**config.mk**
```make
export PLATFORM = sky130hd
export DESIGN_NAME = fire_rx
export DESIGN_NICKNAME = d
export VERILOG_FILES = /design/src/rtl/fire_rx.sv
export SDC_FILE = /design/constraint.sdc
export NUM_CORES = 1
export LEC_CHECK = 0
export CAP_MARGIN = 20
export CORE_ASPECT_RATIO = 0.5
export CORE_MARGIN = 5
export CORE_UTILIZATION = 55
export CTS_CLUSTER_SIZE = 25
export DETAILED_ROUTE_END_ITERATION = 6
export DONT_BUFFER_PORTS = 1
export GPL_ROUTABILITY_DRIVEN = 0
export PLACE_DENSITY_LB_ADDON = 0.08
export SLEW_MARGIN = 20
export SYNTH_ARGS = -nofsm -noshare
export SYNTH_HDL_FRONTEND = slang
export SYNTH_SLANG_ARGS = --single-unit
```
**constraint.sdc**
```tcl
create_clock -name PCLK -period 2.5 [get_ports PCLK]
set_input_delay 0.375 -clock PCLK [delete_from_list [all_inputs] [get_ports PCLK]]
set_output_delay 0.375 -clock PCLK [all_outputs]
set_load 0.03 [all_outputs]
```
**src/rtl/fire_rx.sv**
```systemverilog
// fire_rx: IR carrier burst detector; counts bursts of correctly-spaced rising edges as "hits".
// Latency: ir_in edge -> hit_flag in 3 PCLK (2-flop sync + edge register); APB read data 1 PCLK after select.
// Backpressure: none; PREADY tied high, PSLVERR tied low, every APB access completes in its access phase.
// Ports: PCLK/PRESET clock and synchronous active-high reset; APB slave PSEL..PSLVERR decoded at
//        PADDR[11:8]==7 (reg = PADDR[3:2]); ir_in raw sensor input; hit_irq level interrupt.
module fire_rx #(
  parameter int PERIOD      = 1317,
  parameter int TOL         = 64,
  parameter int HIT_PERIODS = 8,
  parameter int GAP         = 3951
) (
  input  logic        PCLK,
  input  logic        PRESET,
  input  logic        PSEL,
  input  logic        PENABLE,
  input  logic        PWRITE,
  input  logic [31:0] PADDR,
  input  logic [31:0] PWDATA,
  output logic [31:0] PRDATA,
  output logic        PREADY,
  output logic        PSLVERR,
  input  logic        ir_in,
  output logic        hit_irq
);

  typedef enum logic [1:0] {
    IDLE    = 2'd0,
    TRACK   = 2'd1,
    LOCKOUT = 2'd2
  } state_e;

  localparam logic [12:0] PER_LO = 13'(PERIOD - TOL);
  localparam logic [12:0] PER_HI = 13'(PERIOD + TOL);
  localparam logic [12:0] GAP_N  = 13'(GAP);
  localparam logic [3:0]  HIT_N  = 4'(HIT_PERIODS);

  logic        sync1_q, sync2_q, sync3_q;
  logic        rise;
  logic [12:0] interval_q, interval_d;
  logic [12:0] last_int_q, last_int_d;
  state_e      state_q, state_d;
  logic [3:0]  vcnt_q, vcnt_d;
  logic        hit_flag_q, hit_flag_d;
  logic [7:0]  hit_cnt_q, hit_cnt_d;
  logic        enable_q, enable_d;
  logic        irq_en_q, irq_en_d;
  logic [31:0] prdata_q, prdata_d;

  logic        hit;
  logic        period_ok;
  logic        carrier_present;
  logic        blk_sel;
  logic        apb_wr;
  logic        apb_rd;
  logic [1:0]  reg_idx;
  logic        unused_ok;

  // sync3_q is the previous synchronized sample, used only for edge detection.
  assign rise            = sync2_q & ~sync3_q;
  assign period_ok       = (interval_q >= PER_LO) && (interval_q <= PER_HI);
  assign carrier_present = (state_q != IDLE);

  assign blk_sel = (PADDR[11:8] == 4'd7);
  assign reg_idx = PADDR[3:2];
  assign apb_wr  = PSEL && PENABLE && PWRITE && blk_sel;
  assign apb_rd  = PSEL && !PWRITE && blk_sel;

  assign PRDATA  = prdata_q;
  assign PREADY  = 1'b1;
  assign PSLVERR = 1'b0;
  assign hit_irq = hit_flag_q & irq_en_q;

  assign unused_ok = ^{PADDR[31:12], PADDR[7:4], PADDR[1:0], PWDATA[31:3]};

  // Burst tracking FSM. Disabling forces IDLE so a later enable starts a fresh burst.
  always_comb begin
    state_d = state_q;
    vcnt_d  = vcnt_q;
    hit     = 1'b0;
    if (!enable_q) begin
      state_d = IDLE;
      vcnt_d  = 4'd0;
    end else begin
      unique case (state_q)
        IDLE: begin
          if (rise) begin
            state_d = TRACK;
            vcnt_d  = 4'd0;
          end
        end
        TRACK: begin
          if (rise) begin
            if (period_ok) begin
              if (4'(vcnt_q + 4'd1) == HIT_N) begin
                hit     = 1'b1;
                state_d = LOCKOUT;
                vcnt_d  = 4'd0;
              end else begin
                vcnt_d = 4'(vcnt_q + 4'd1);
              end
            end else begin
              vcnt_d = 4'd0;
            end
          end else if (interval_q >= GAP_N) begin
            state_d = IDLE;
            vcnt_d  = 4'd0;
          end
        end
        LOCKOUT: begin
          // Rises only restart the gap timer here, so a burst yields a single hit.
          if (!rise && (interval_q >= GAP_N)) begin
            state_d = IDLE;
          end
        end
        default: begin
          state_d = IDLE;
          vcnt_d  = 4'd0;
        end
      endcase
    end
  end

  // Interval measurement, register file and read mux.
  always_comb begin
    interval_d = interval_q;
    last_int_d = last_int_q;
    hit_flag_d = hit_flag_q;
    hit_cnt_d  = hit_cnt_q;
    enable_d   = enable_q;
    irq_en_d   = irq_en_q;
    prdata_d   = 32'd0;

    if (rise) begin
      interval_d = 13'd1;
      last_int_d = interval_q;
    end else if (interval_q != 13'h1FFF) begin
      interval_d = interval_q + 13'd1;
    end

    if (apb_wr && (reg_idx == 2'd0)) begin
      enable_d = PWDATA[1];
      irq_en_d = PWDATA[2];
    end

    // A new hit outranks a simultaneous write-one-to-clear.
    if (hit) begin
      hit_flag_d = 1'b1;
    end else if (apb_wr && (reg_idx == 2'd0) && PWDATA[0]) begin
      hit_flag_d = 1'b0;
    end

    // Clear and increment in the same cycle leave the count at 1.
    if (apb_wr && (reg_idx == 2'd1)) begin
      hit_cnt_d = hit ? 8'd1 : 8'd0;
    end else if (hit && (hit_cnt_q != 8'hFF)) begin
      hit_cnt_d = hit_cnt_q + 8'd1;
    end

    if (apb_rd) begin
      unique case (reg_idx)
        2'd0:    prdata_d = {26'd0, enable_q, state_q, carrier_present, irq_en_q, hit_flag_q};
        2'd1:    prdata_d = {24'd0, hit_cnt_q};
        2'd2:    prdata_d = {19'd0, last_int_q};
        default: prdata_d = 32'd0;
      endcase
    end
  end

  always_ff @(posedge PCLK) begin
    if (PRESET) begin
      sync1_q    <= 1'b0;
      sync2_q    <= 1'b0;
      sync3_q    <= 1'b0;
      interval_q <= 13'd0;
      last_int_q <= 13'd0;
      state_q    <= IDLE;
      vcnt_q     <= 4'd0;
      hit_flag_q <= 1'b0;
      hit_cnt_q  <= 8'd0;
      enable_q   <= 1'b1;
      irq_en_q   <= 1'b0;
      prdata_q   <= 32'd0;
    end else begin
      sync1_q    <= ir_in;
      sync2_q    <= sync1_q;
      sync3_q    <= sync2_q;
      interval_q <= interval_d;
      last_int_q <= last_int_d;
      state_q    <= state_d;
      vcnt_q     <= vcnt_d;
      hit_flag_q <= hit_flag_d;
      hit_cnt_q  <= hit_cnt_d;
      enable_q   <= enable_d;
      irq_en_q   <= irq_en_d;
      prdata_q   <= prdata_d;
    end
  end

endmodule

```
==> results of run 1 <==
-- per-layer routing --
| layer | vias to the layer above | share of wire, % |
|---|---|---|
| met5 | - | 0 |
| met4 | 0 | 1.4 |
| met3 | 7 | 7.4 |
| met2 | 72 | 41 |
| met1 | 1086 | 50 |
| li1 | 1183 | - |
-- cells in the mapped netlist (3+ instances only) --
library cell / number
nand3_1: 11
clkbuf_1: 9
buf_2: 7
nor2_1: 40
xnor2_1: 5
nor2b_1: 6
and4_1: 3
xor2_1: 4
buf_4: 22
and2_1: 5
a22oi_1: 3
mux2i_1: 8
ha_1: 5
and3_1: 10
a21oi_1: 32
o21ai_0: 10
or3_1: 3
nand2_1: 43
dfxtp_1: 59
nor4b_1: 3
nor3_1: 6
nand4_1: 6
nand2b_1: 6
inv_1: 10
-- worst paths after layout --
kind                                     end  slack [ns]                  startpoint
setup / recovery  interval_q[5]$_SDFFE_PP0P_        0.26  interval_q[1]$_SDFFE_PP0P_
hold / removal       hit_flag_q$_SDFFE_PP0P_        0.09                      PRESET
setup reg to reg  interval_q[5]$_SDFFE_PP0P_        0.26  interval_q[1]$_SDFFE_PP0P_
hold reg to reg           sync2_q$_SDFF_PP0_        0.44          sync1_q$_SDFF_PP0_
-- per-stage QoR --
stage                     hold WS, ns  area, µm²  total power (µW)
after floorplan                 0.414       2990              1100
after global placement          0.416       2890              1080
after detailed placement        0.425       2890              1080
after CTS                      0.0748       3140              2160
after global routing           0.0656       3150              2230
final                          0.0858       3150              2140
-- report_power, final --
part	internal (µW)	leakage [µW]	switching, µW
Clock	690	0.000123	388
Sequential	947	0.000476	10.5
Combinational	26.1	0.000605	75.8
-- flip-flops by register name, summed over array words and instances (netlist names), 2 cells and up --
register,flops
hit_cnt_q,8
vcnt_q,4
PRDATA,13
interval_q,13
last_int_q,13
state_q,2
-- logic make-up after synthesis --
kind of cell	count (synthesis)
buffers and inverters	49
AOI/OAI and AO/OA	68
muxes	8
and+or+nand+nor	156
DFF	59
adders and majority gates	5
other	2
xor gates and xnor gates	9
-- area by class of cell --
class,count,area [µm²]
clock inverter,6,111
fill,421,1870
multi-input combinational,267,1540
sequential,59,1180
inverter,10,37.5
clock buffer,10,138
tap,70,87.6
timing repair buffer,7,52.6
==> key figures, run 1 <==
Yosys
  • Post-synth EDFFs: 0
  • Synth Area in Adders: ~2.1%
  • Ys Warns: 0
  • Post-Synth Simple-Gate Area: a little over a quarter
  • Avg Cell Area, Syn: 8.20 µm²
  • Top FF cell, synth: dfxtp_1
  • Mux cell area share after synthesis: 2.74%
  • Post-Synth XOR/XNOR Area: about 2.7%
  • Synth Area in Compound Gates: 15.0%
  • Synth top area cells: dfxtp_1, buf_4, nand2_1
  • Sequential-to-total area share from yosys stat: roughly two fifths
  • Distinct cells, synth: 56
  • Synth top area share: between 40% and 50%
  • Flop and latch count out of synthesis: ~60
  • Synthesized netlist cell count: about 360
  • Asr flop ratio synth: 0%
  • Main combinational cell family by area after synthesis: simple AND/OR/NAND/NOR gates
  • Synthesized area: about 0.0029 mm²
  • Most area-hungry cell type in the Yosys netlist: dfxtp_1

Final layout
  • Post-layout util: ~63%
  • Most frequent cells in the layout: dfxtp_1, nand2_1, nor2_1, a21oi_1, conb_1
  • Synthesis-to-finish area growth: 7.84%
  • Layout Cells excl Fill: 429
  • Layout cell share with drive strength beyond 1: 8.64%
  • Commonest non-fill, non-tap cell in the layout: dfxtp_1
  • N_diodes: 0
  • Nets@finish: about 430

Global route
  • Met1 GRT Util: 26.4%
  • GR peak layer: met2
  • Grt ovf: 0
  • Vias in the first global route: 2196
  • Largest net degree at the start of global routing: 31
  • Routing usage on met3: 6.77%
  • First-pass GRT wire length: 10.5 mm
  • Initial antenna violation count: 0
  • GRT Util Overall: just under 20%
  • Met2 usage: 29.5%

Setup path
  • Max incr delay on CP: between 0.5 and 0.6 ns
  • Register-to-Register Path Depth: 7
  • Worst Path Required: roughly 2.7 ns
  • Crit-path leading delay family: simple AND/OR/NAND/NOR gates
  • WS Path Type: register to register
  • Crit. path cell count: 7
  • CP Launch Type: register
  • Worst-path maximum fanout: 9
  • CP Capture Type: register
  • CP max-delay cell: nor4b_1
  • Number of buffers and inverters on the critical path: 0
  • Critical path arrival: approximately 2.5 ns
  • CP Cell Sequence: ha_1, nand3_1, nor4b_1, nand2_1, nand4_1, xor2_1, nor2_1

Drt
  • Final wirelength: ~6.3 mm
  • Vias post-DR: 2348
  • Post-DRT Antenna Nets: 0
  • DRT Pass-1 Iters: 4
  • Detailed Route Iter0 Violations: 141
  • Vias per cell: ~5.5
  • Avg WL per Cell: between 10 and 15 µm
  • Remaining DRCs: 0

STA
  • Post-layout min period: 2.24 ns
  • FMAX: between 0.4 and 0.5 GHz
  • Max_slew headroom: between 30% and 40%
  • Worst-margin pin slew: approximately 0.88 ns
  • RSZ-0062 raised after global routing: false
  • TNS Setup: 0 ns
  • Final Hold Fails: 0
  • Final Max Slew Viols: 0
  • Final worst slack: ~0.26 ns
  • Count of final setup violators: 0
  • Worst-case clock skew: 0.0115 ns
  • Post-route clock period utilization: 89.6%

Power
  • Static Leakage: between 0.001 and 0.0015 µW
  • PwrDens: between 600 and 700 mW/mm²
  • VDD IR max: approximately 0.41 mV

Flow run
  • Max cap viols: 0

Clock network
  • CTS root buf: clkbuf_8
  • Max H-tree Level: 3
  • Clock buffer depth: 2
  • Setup bufs post-CTS: 0
  • Clock sink total: 59
  • Post_cts resized: 0
  • TritonCTS Buffers: 9
  • Hold_buf cts: 0
  • CTS tree: built
  • Worst skew pair latency: between 0.3 and 0.4 ns
  • Clk slew on worst S/H paths: ~0.070 ns

Die
  • Die area: a little under 0.007 mm²
  • Io pins: 105
  • Core area: approximately 0.005 mm²
  • Starting density of the core: between 50 and 60%
  • Die H: between 60 and 70 µm
  • Row count: 18
  • Chip Width: approximately 110 µm

Min path
  • Worst hold path type: input port to register
  • Hold path depth: 1

Placed design
  • DP Worst Slack: around 0.14 ns
  • Placed Cells: slightly above 400
  • Post-DP HPWL: ~4.6 mm
  • Count of buffers from port buffering: 0

Status
  • Status: finished, final reports clean
Note: power is estimated with default switching activity, not from simulation.
==> inputs of run 2 (changes only) <==
CORE_ASPECT_RATIO = default   (was 0.5)
HOLD_SLACK_MARGIN = 0.05   (was default)
TNS_END_PERCENT = 20   (was default)
==> run 2 against run 1 <==
Effect of this change: clock power is 12% lower; clock skew is 0.0030 ns lower; clock-buffer cell count stayed put; critical path depth stayed put; worst setup slack worse by 0.019 ns; sequential share of layout area is 0.45 points higher; hold slack better by 0.019 ns; sequential power hardly changed; via count is 1.5% lower; critical endpoint is now hit_cnt_q[7]$_SDFFE_PP0P_.
==> key figures, run 2 (synthesis results as in run 1) <==
Setup path
  • Number of buffers and inverters on the critical path: 0 (unchanged)
  • CP Launch Type: register
  • Worst Path Required: 2.74 ns (+0.02 ns)
  • CP Cell Sequence: ha_1, nor3_1, a211oi_1, o21ai_1, or4_1, o41ai_2, o21ba_1
  • Worst R2R Start: interval_q[0]$_SDFFE_PP0P_
  • CP Capture Type: register
  • WS Path Type: register to register
  • Max incr delay on CP: 0.53 ns (+0.02 ns)
  • CP max-delay cell: or4_1
  • Worst-path maximum fanout: 9 (unchanged)
  • Crit-path leading delay family: compound AO/OA/AOI/OAI gates
  • Crit. Startpoint: interval_q[0]$_SDFFE_PP0P_
  • Critical path arrival: 2.50 ns (+0.04 ns)
  • Reg2reg setup slack: 0.24 ns (-0.02 ns)

STA
  • Max_slew headroom: 47.1% (+7.5 points)
  • Worst-case clock skew: 0.00851 ns (-0.00303 ns)
  • Worst-margin pin slew: 0.792 ns (-0.0912 ns)
  • Final worst slack: 0.241 ns (-0.0193 ns)
  • RSZ-0062 raised after global routing: false
  • Final Hold Fails: 0 (unchanged)
  • Post-layout min period: 2.26 ns (+0.0193 ns)
  • Post-route clock period utilization: 90.4% (+0.77 points)
  • Min Hold Slack: 0.105 ns (+0.0190 ns)
  • Final Max Slew Viols: 0 (unchanged)
  • FMAX: 0.443 GHz (-0.86%)
  • TNS Setup: 0 ns (unchanged)
  • Count of final setup violators: 0 (unchanged)

Placed design
  • Count of buffers from port buffering: 0 (unchanged)
  • DP Worst Slack: 0.116 ns (-0.0187 ns)
  • Post-DP HPWL: 4.14 mm (-10%)

Final layout
  • N_diodes: 0 (unchanged)
  • Layout cell share with drive strength beyond 1: 8.10% (-0.53 points)
  • Commonest non-fill, non-tap cell in the layout: dfxtp_1
  • Most frequent cells in the layout: dfxtp_1, nand2_1, nor2_1, a21oi_1, conb_1
  • Synthesis-to-finish area growth: 6.56%
  • Nets@finish: 428 (-0.23%)

Die
  • Starting density of the core: 56.8% (-1.3 points)
  • Io pins: 105 (unchanged)
  • Die area: 0.00687 mm² (-1.3%)
  • Core area: 0.00514 mm² (+2.3%)
  • Chip Width: 82.9 µm (-27%)
  • Row count: 26 (+8)
  • Die H: 82.9 µm (+35%)

Global route
  • First-pass GRT wire length: 9.85 mm (-6.5%)
  • Largest net degree at the start of global routing: 31 (unchanged)
  • Grt ovf: 0 (unchanged)
  • Vias in the first global route: 2029 (-7.6%)
  • GRT Util Overall: 17.3% (-2.4 points)
  • Initial antenna violation count: 0 (unchanged)

Min path
  • Worst Hold Launch: PRESET
  • Worst hold path type: input port to register

Power
  • VDD IR max: 0.360 mV (-12%)
  • Post-layout total power: 2000 µW (-6.2%)
  • Static Leakage: 0.00118 µW (-1.8%)
  • PwrDens: 644 mW/mm² (-5.1%)

Clock network
  • CTS tree: built
  • Clock sink total: 59 (unchanged)
  • Worst skew pair latency: 0.33 ns (-0.02 ns)
  • TritonCTS Buffers: 9 (unchanged)
  • Clock buffer depth: 2 (unchanged)
  • Setup bufs post-CTS: 0 (unchanged)
  • Clk slew on worst S/H paths: 0.07 ns (about the same)
  • CTS root buf: clkbuf_8
  • Max H-tree Level: 3 (unchanged)
  • Hold_buf cts: 0 (unchanged)
  • Post_cts resized: 0 (unchanged)

Flow run
  • Max cap viols: 0 (unchanged)

Drt
  • Vias per cell: 5.40 (-1.3%)
  • Final wirelength: 5.95 mm (-5.3%)
  • Vias post-DR: 2312 (-1.5%)
  • Detailed Route Iter0 Violations: 118 (-16%)
  • Avg WL per Cell: 13.9 µm (-5.0%)
  • DRT Pass-1 Iters: 4 (unchanged)
  • Post-DRT Antenna Nets: 0 (unchanged)
  • Remaining DRCs: 0 (unchanged)

Status
  • Status: finished, final reports clean
==> run 2: changes by cell type in the layout (fill, tap and decap cells not counted) <==
cell and change:
clkbuf_8 -1, bufinv_16 -1, clkinv_4 +2, clkbuf_1 +1
inv_6 -1, a2111oi_0 -1, a2111oi_1 +1, buf_4 -1
==> run 2: layout make-up <==
class                      count  area (µm²)
timing repair buffer           6        45.0
clock buffer                  10         128
fill                         475        2030
tap                           70        87.6
clock inverter                 6        90.1
inverter                      10        37.5
sequential                    59        1180
multi-input combinational    267        1540
==> run 2: worst reg2reg max path, stage by stage, from the launching register on <==
cell and delay, ns:
dfxtp_1 0.51, ha_1 0.23, nor3_1 0.05, a211oi_1 0.28, o21ai_1 0.12, or4_1 0.53
o41ai_2 0.27, o21ba_1 0.17
==> run 2: through the flow <==
step | instances | util (%) | instance area [µm²]
final | 428 | 60.5 | 3110
after global routing | 428 | 60.5 | 3110
after detailed placement | 412 | 56.2 | 2890
after global placement | 412 | 56.2 | 2890
after floorplan | 375 | - | 2990
after CTS | 428 | 60.4 | 3100
==> run 2: metal layers <==
layer | GRT usage (%) | vias up | part of all wire (%)
li1 | - | 1184 | -
met1 | 23.9 | 1054 | 49
met2 | 25.4 | 66 | 43
met3 | 4.95 | 8 | 6.0
met4 | 6.39 | 0 | 1.3
met5 | 0 | - | 0
==> run 2: final timing paths <==
kind                               end  cells after the start
max          hit_cnt_q[7]$_SDFFE_PP0P_                      7
min              irq_en_q$_SDFFE_PP0P_                      1
max reg2reg  hit_cnt_q[7]$_SDFFE_PP0P_                      7
min reg2reg         sync2_q$_SDFF_PP0_                      1
==> run 2: where the power goes <==
group	switching [µW]	total (µW)	internal, µW
Sequential	12.1	959	947
Combinational	71.5	94.8	23.3
Clock	388	951	563
